### config.mk
export PLATFORM = sky130hd
export DESIGN_NAME = fwvip_wb_target_mem
export DESIGN_NICKNAME = d
export VERILOG_FILES = /design/src/rtl/fwvip_wb_target_mem.sv
export SDC_FILE = /design/constraint.sdc
export NUM_CORES = 1
export LEC_CHECK = 0
export ABC_AREA = 0
export BUFFER_PORTS_ARGS = -buffer_cell sky130_fd_sc_hd__buf_2
export CORE_MARGIN = 2
export CORE_UTILIZATION = 56
export DETAILED_ROUTE_END_ITERATION = 10
export GPL_TIMING_DRIVEN = 0
export PLACE_DENSITY_LB_ADDON = 0.25
export RECOVER_POWER = 100
export SYNTH_ARGS = -nofsm -noshare
export SYNTH_HDL_FRONTEND = slang
export SYNTH_SLANG_ARGS = --single-unit
### constraint.sdc
create_clock -name clock -period 2 [get_ports clock]
set_input_delay 0.5 -clock clock [delete_from_list [all_inputs] [get_ports clock]]
set_output_delay 0.5 -clock clock [all_outputs]
set_load 0.05 [all_outputs]
### src/rtl/fwvip_wb_target_mem.sv
// Wishbone classic target backed by a small register-file memory with optional wait states.
// Responses are registered: a request accepted at edge k terminates between edges k+1+WAIT_STATES and k+2+WAIT_STATES.
`timescale 1ns/1ps
module fwvip_wb_target_mem #(
  parameter int ADDR_WIDTH  = 32,
  parameter int DATA_WIDTH  = 32,
  parameter int DEPTH       = 16,
  parameter int WAIT_STATES = 0
) (
  input  logic                    clock,
  input  logic                    reset,
  input  logic [ADDR_WIDTH-1:0]   adr,
  input  logic [DATA_WIDTH-1:0]   dat_w,
  output logic [DATA_WIDTH-1:0]   dat_r,
  input  logic                    we,
  input  logic [DATA_WIDTH/8-1:0] sel,
  input  logic                    stb,
  input  logic                    cyc,
  output logic                    ack,
  output logic                    err
);

  localparam int NSEL = DATA_WIDTH / 8;
  localparam int LSB  = $clog2(NSEL);
  localparam int IDX  = $clog2(DEPTH);

  typedef enum logic [1:0] {IDLE, WAIT, RESP} state_t;

  state_t                state, state_nxt;
  logic [3:0]            cnt, cnt_nxt;
  logic                  accept;

  logic [ADDR_WIDTH-1:0] word;
  logic                  in_range;
  logic [IDX-1:0]        idx;

  logic [IDX-1:0]        idx_q;
  logic                  oor_q;
  logic                  we_q;
  logic [NSEL-1:0]       sel_q;
  logic [DATA_WIDTH-1:0] dat_q;

  logic [DATA_WIDTH-1:0] mem [DEPTH];

  // Sub-word address bits are shifted away; anything above the array is out of range.
  always_comb begin
    word     = adr >> LSB;
    in_range = ((word >> IDX) == '0);
    idx      = word[IDX-1:0];
  end

  always_ff @(posedge clock or negedge reset) begin
    if (!reset) begin
      state <= IDLE;
      cnt   <= 4'd0;
    end else begin
      state <= state_nxt;
      cnt   <= cnt_nxt;
    end
  end

  always_comb begin
    state_nxt = state;
    cnt_nxt   = cnt;
    accept    = 1'b0;
    case (state)
      IDLE: begin
        if (cyc && stb) begin
          accept = 1'b1;
          if (WAIT_STATES == 0) begin
            state_nxt = RESP;
          end else begin
            state_nxt = WAIT;
            cnt_nxt   = 4'(WAIT_STATES);
          end
        end
      end
      WAIT: begin
        if (!cyc) begin
          state_nxt = IDLE;
          cnt_nxt   = 4'd0;
        end else if (cnt <= 4'd1) begin
          state_nxt = RESP;
          cnt_nxt   = 4'd0;
        end else begin
          cnt_nxt = 4'(cnt - 4'd1);
        end
      end
      RESP: begin
        state_nxt = IDLE;
      end
      default: begin
        state_nxt = IDLE;
        cnt_nxt   = 4'd0;
      end
    endcase
  end

  always_ff @(posedge clock or negedge reset) begin
    if (!reset) begin
      idx_q <= '0;
      oor_q <= 1'b0;
      we_q  <= 1'b0;
      sel_q <= '0;
      dat_q <= '0;
    end else if (accept) begin
      idx_q <= idx;
      oor_q <= !in_range;
      we_q  <= we;
      sel_q <= sel;
      dat_q <= dat_w;
    end
  end

  // The RESP edge both commits the write and raises the termination pulse.
  always_ff @(posedge clock or negedge reset) begin
    if (!reset) begin
      ack   <= 1'b0;
      err   <= 1'b0;
      dat_r <= '0;
      for (int w = 0; w < DEPTH; w++) begin
        mem[w] <= '0;
      end
    end else begin
      ack   <= 1'b0;
      err   <= 1'b0;
      dat_r <= '0;
      if (state == RESP) begin
        if (oor_q) begin
          err <= 1'b1;
        end else begin
          ack <= 1'b1;
          if (we_q) begin
            for (int i = 0; i < NSEL; i++) begin
              if (sel_q[i]) begin
                mem[idx_q][8*i +: 8] <= dat_q[8*i +: 8];
              end
            end
          end else begin
            dat_r <= mem[idx_q];
          end
        end
      end
    end
  end

endmodule
# Word-level counts from Yosys, hierarchy flattened
# Cells that the tools add are included.
# W data, S select, Z words.
dict set report word_totals {
  regBits 594
  wordCells 88
}
dict set report classes {
  n_addsub 1
  n_lt_le_gt_ge 3
  eq_ne 4
  mux 44
  n_bitwise 2
  reduce_logical 8
}
# cell count
set ops {}
lappend ops {{$mux W512} 13}
lappend ops {{$bwmux W512} 4}
lappend ops {{$demux W32 S4} 4}
lappend ops {{$mux W32} 6}
lappend ops {{$bmux W32 S4} 1}
lappend ops {{$logic_not A32 Y1} 1}
lappend ops {{$mux W24} 1}
lappend ops {{$mux W16} 1}
lappend ops {{$mux W4} 2}
lappend ops {{$mux W8} 1}
lappend ops {{$pmux W4 S2} 1}
lappend ops {{$mux W1} 6}
lappend ops {{$mux W2} 3}
lappend ops {{$ge A5 B5 Y1 const B} 1}
lappend ops {{$lt A5 B1 Y1 const B} 1}
lappend ops {{$not A4 Y5} 1}
lappend ops {{$le A4 B1 Y1 const B} 1}
lappend ops {{$pmux W2 S2} 1}
lappend ops {{$sub A4 B1 Y4 const B} 1}
lappend ops {{$ne A3 B3 Y1 const B} 1}
lappend ops {{$reduce_and A3 Y1} 1}
lappend ops {{$eq A2 B1 Y1 const B} 1}
lappend ops {{$eq A2 B2 Y1 const B} 1}
lappend ops {{$logic_and A1 B1 Y1} 2}
lappend ops {{6 further kinds} 6}

# Longest topological paths before layout
dict set report depth {
  ltp_word 22
  ltp_mapped 7
}

# Worst setup path after synthesis
# OpenSTA, ideal clock, no wires.
dict set report synth_path {
  path_kind {reg-to-reg}
  from {reg idx_q[1]}
  to {reg dat_r[10]}
  setup_time_ps 126
  arrival_ps 1746
  slack_ps 128
  stages_incl_launch_ff 7
  n_path_buf 3
  period_less_slack_ps 1872
  path_cell_list {dfrtp_1 -> buf_2 -> buf_6 -> clkbuf_1 -> mux4_2 -> a22o_1 -> a221o_1}
}
dict set report synth_between {
  elab_chain_len 7
}
# item line
set synth_lines {}
lappend synth_lines {{start, declared} 37} ;# logic [IDX-1:0] idx_q;
lappend synth_lines {{start signal, assigned} 107} ;# idx_q <= idx;
lappend synth_lines {{$not A4 Y5 (implied by the code)} 140} ;# dat_r <= mem[idx_q];
lappend synth_lines {{$bmux W32 S4} 140}
lappend synth_lines {{$mux W32 (implied by the code) (2 in a row)} 140}
lappend synth_lines {{$mux W32} 133} ;# if (we_q) begin
lappend synth_lines {{$mux W32} 129} ;# if (oor_q) begin
lappend synth_lines {{$mux W32} 128} ;# if (state == RESP) begin
lappend synth_lines {{end signal, assigned} 140}
lappend synth_lines {{end, declared} 14} ;# output logic [DATA_WIDTH-1:0] dat_r,
# No other way between the ends. The select of a mux whose other input is x is not followed.
# A chain may end at the register's enable or synchronous reset.

# Worst setup path in the final report
dict set report layout_path {
  from {reg idx_q[0]}
  to {reg dat_r[6]}
}
# Same word-level chain as after synthesis.

==> impl_metrics.json <==
{
  "status": "complete, but fails checks",
  "violations": "setup timing",
  "cp-startpoint": "idx_q[0]",
  "cts_num_sinks": 589,
  "rsz0062_at_grt": "true",
  "crit_chain": "buf_6, buf_12, buf_12, buf_16, buf_12, buf_12, mux4_2, a221o_1",
  "final_util_pct": 67.6,
  "slew_headroom_pct": 31.8,
  "hpwl_mm": 44.0,
  "root_buffer": "clkbuf_16",
  "start_util_pct": 56.5,
  "clock_skew_ns": 0.0171,
  "grt_pass1_wl_mm": 105,
  "die_h_um": 220,
  "end_kind": "flop",
  "clockBufferDepth": 3,
  "gp_congestion": 0.828,
  "syn_inst": 1735,
  "grt.overflow.total": 0,
  "finalNetCount": 2041,
  "postRouteAntennaNets": 0,
  "critPathKind": "flop to flop",
  "core_area_mm2": 0.0464,
  "grt_max_degree": 130,
  "die_x_um": 220,
  "powerDensity_mw_per_mm2": 891,
  "drive_gt1_share_pct": 51.2,
  "finalMaxSlewViolations": 0,
  "insertion_delay_ns": 0.62,
  "setup_violations": 296,
  "r2r_cells": 8,
  "cts_tree": "built",
  "worst_r2r_endpoint": "dat_r[6]",
  "drt_wl_total_mm": 70.2,
  "hold_start": "dat_w[4]",
  "synth-async-reset-ratio_pct": 100,
  "die_area_mm2": 0.0485,
  "synth_nets": 1808,
  "grt_antenna_before_repair": 0,
  "pre_cts_slack_ns": -0.647,
  "grt_pass1_vias": 17100,
  "yosysTopAreaCellShare_pct": 56.3,
  "fp-row-count": 79,
  "clk_pin_slew_worst_paths_ns": 0.06,
  "yosys-top-cells-area": "dfrtp_1 56%, mux2_2 21%, mux4_2 8.3%",
  "hold_depth": 3,
  "fmax_ghz": 0.472,
  "cts_buffers": 59,
  "worst-slew-pin-transition_ns": 1.02,
  "slowest_stage": "mux4_2",
  "synth_flop_cell": "dfrtp_1",
  "ir_drop_v": 0.000755,
  "cts_max_level": 2,
  "r2r_slack_ns": -0.12,
  "fin_crit_ns": 2.12,
  "max_stage_delay_ns": 0.50,
  "syn_area_mm2": 0.0262,
  "p_leak_nw": 15.8,
  "groute.usage.overall_pct": 29.2,
  "antennaDiodeCount": 0,
  "worstPathArrival_ns": 2.61,
  "portBuffers": 104,
  "holdCritPathClass": "input port to flop",
  "vias": 16300,
  "synth_seq_cells": 589,
  "r2r-start": "idx_q[0]",
  "synth_edf_count": 0,
  "syn_area_per_cell_um2": 15.1,
  "synth_seq_area_share_pct": 56.3,
  "finalSetupTns_ns": -10.57,
  "drc": 0,
  "finalCritPeriodShare_pct": 106,
  "io_pins": 107,
  "worst-endpoint-required_ns": 2.49,
  "drt-initial-drc-count": 1318,
  "min_to": "dat_q[4]",
  "critPathMostFrequentCell": "buf_12",
  "maxCapViolations": 0,
  "path_max_fanout": 7,
  "post_drt_wl_per_cell_um": 26.8,
  "yosysUniqueCellTypes": 37,
  "syn_to_final_growth_pct": 19.5,
  "drt_pass1_iterations": 5,
  "hold_slack_ns": 0.0607,
  "synth_warnings": 0,
  "start_kind": "flop",
  "via_per_inst": 6.22,
  "hold_violations": 0,
  "timing.final.ws_setup_ns": -0.120,
  "yosys.area.top_type": "dfrtp_1"
}
kinds of logic after synthesis:
| kind of cell | Yosys count | share of synthesized area, % |
|---|---|---|
| muxes | 672 | 32.7 |
| DFF | 589 | 56.3 |
| buffers and inverters | 108 | 2.15 |
| and+or+nand+nor | 269 | 5.67 |
| AOI/OAI and AO/OA | 97 | 3.23 |
cells in the final DEF (no fill, tap or decap), types with 22 or more instances in the layout:
cell	synthesis	layout
nand2_1	135	126
a22o_1	32	32
dfrtp_1	589	588
nand2_4	0	34
mux2_4	0	32
mux2i_1	64	63
a221o_1	32	32
clkbuf_16	0	62
buf_4	5	39
mux2_2	496	464
buf_12	2	36
clkbuf_1	57	51
buf_2	32	73
clkbuf_2	0	47
a22oi_1	32	32
nor2_4	14	22
mux4_2	96	96
how the worst max path moves through the flow:
stage	depth (start not counted)	slack, ns	endpoint
floorplan	6	0.13	dat_r[10]
global placement	1	-11.26	dat_r[20]
detailed placement	5	-0.65	dat_r[25]
CTS	6	-0.15	mem[107]
global route	8	-0.16	dat_r[6]
finish	8	-0.12	dat_r[6]
power by group:
part	internal [mW]	switching, mW
Combinational	1.61	2.16
Clock	6.66	4.63
Sequential	12.4	0.456
routing by layer:
layer	share of wire [%]	GRT usage, %
met1	42	40.9
met2	48	45.7
met3	6.2	5.47
met4	3.7	11.6
met5	0	0
cell type report:
type	count	area (µm²)
Tap cell	607	759
Fill cell	3192	15000
Sequential cell	589	14700
Buffer	105	848
Inverter	1	7.51
Clock inverter	20	208
Clock buffer	88	1790
Timing Repair Buffer	174	1590
Multi-Input combinational cell	1038	11400
cells in the mapped netlist, drive strengths merged (25+ instances only):
| cell | number |
|---|---|
| mux2i | 64 |
| dfrtp | 589 |
| mux4 | 96 |
| nand2 | 175 |
| and3 | 32 |
| clkbuf | 57 |
| nor2 | 25 |
| buf | 50 |
| a22oi | 32 |
| mux2 | 512 |
| a221o | 32 |
| a22o | 32 |
flip-flops by register name, summed over array words and instances, names as in the netlist:
name	flops
sel_q	4
idx_q	4
oor_q	1
dat_r	32
err	1
dat_q	32
mem	512
ack	1
state	1
we_q	1
critical path, delay by kind of cell (launching register included):
family                 cells  cell delay [ns]
flip-flops                 1             0.36
buffers and inverters      6             0.78
AO/OA/AOI/OAI              1             0.33
multiplexers               1             0.50
timing repair:
action                                 4_1_cts  5_1_grt
setup endpoints to repair                  467      585
hold buffers                                 1        0
gates cloned                                 8        1
pin swaps                                   31       18
buffers inserted                            45       13
endpoints found under the hold margin       39        0
gates resized for setup                    164       85
stage by stage:
stage,total power [mW],instances,cell area [µm²]
finish,27.9,2622,31300
global route,28.9,2622,31300
CTS,27.9,2612,31000
detailed placement,16.1,2451,27600
global placement,16.0,2446,27500
floorplan,14.8,1735,26200
No activity file was read; power rests on OpenSTA's default activity.
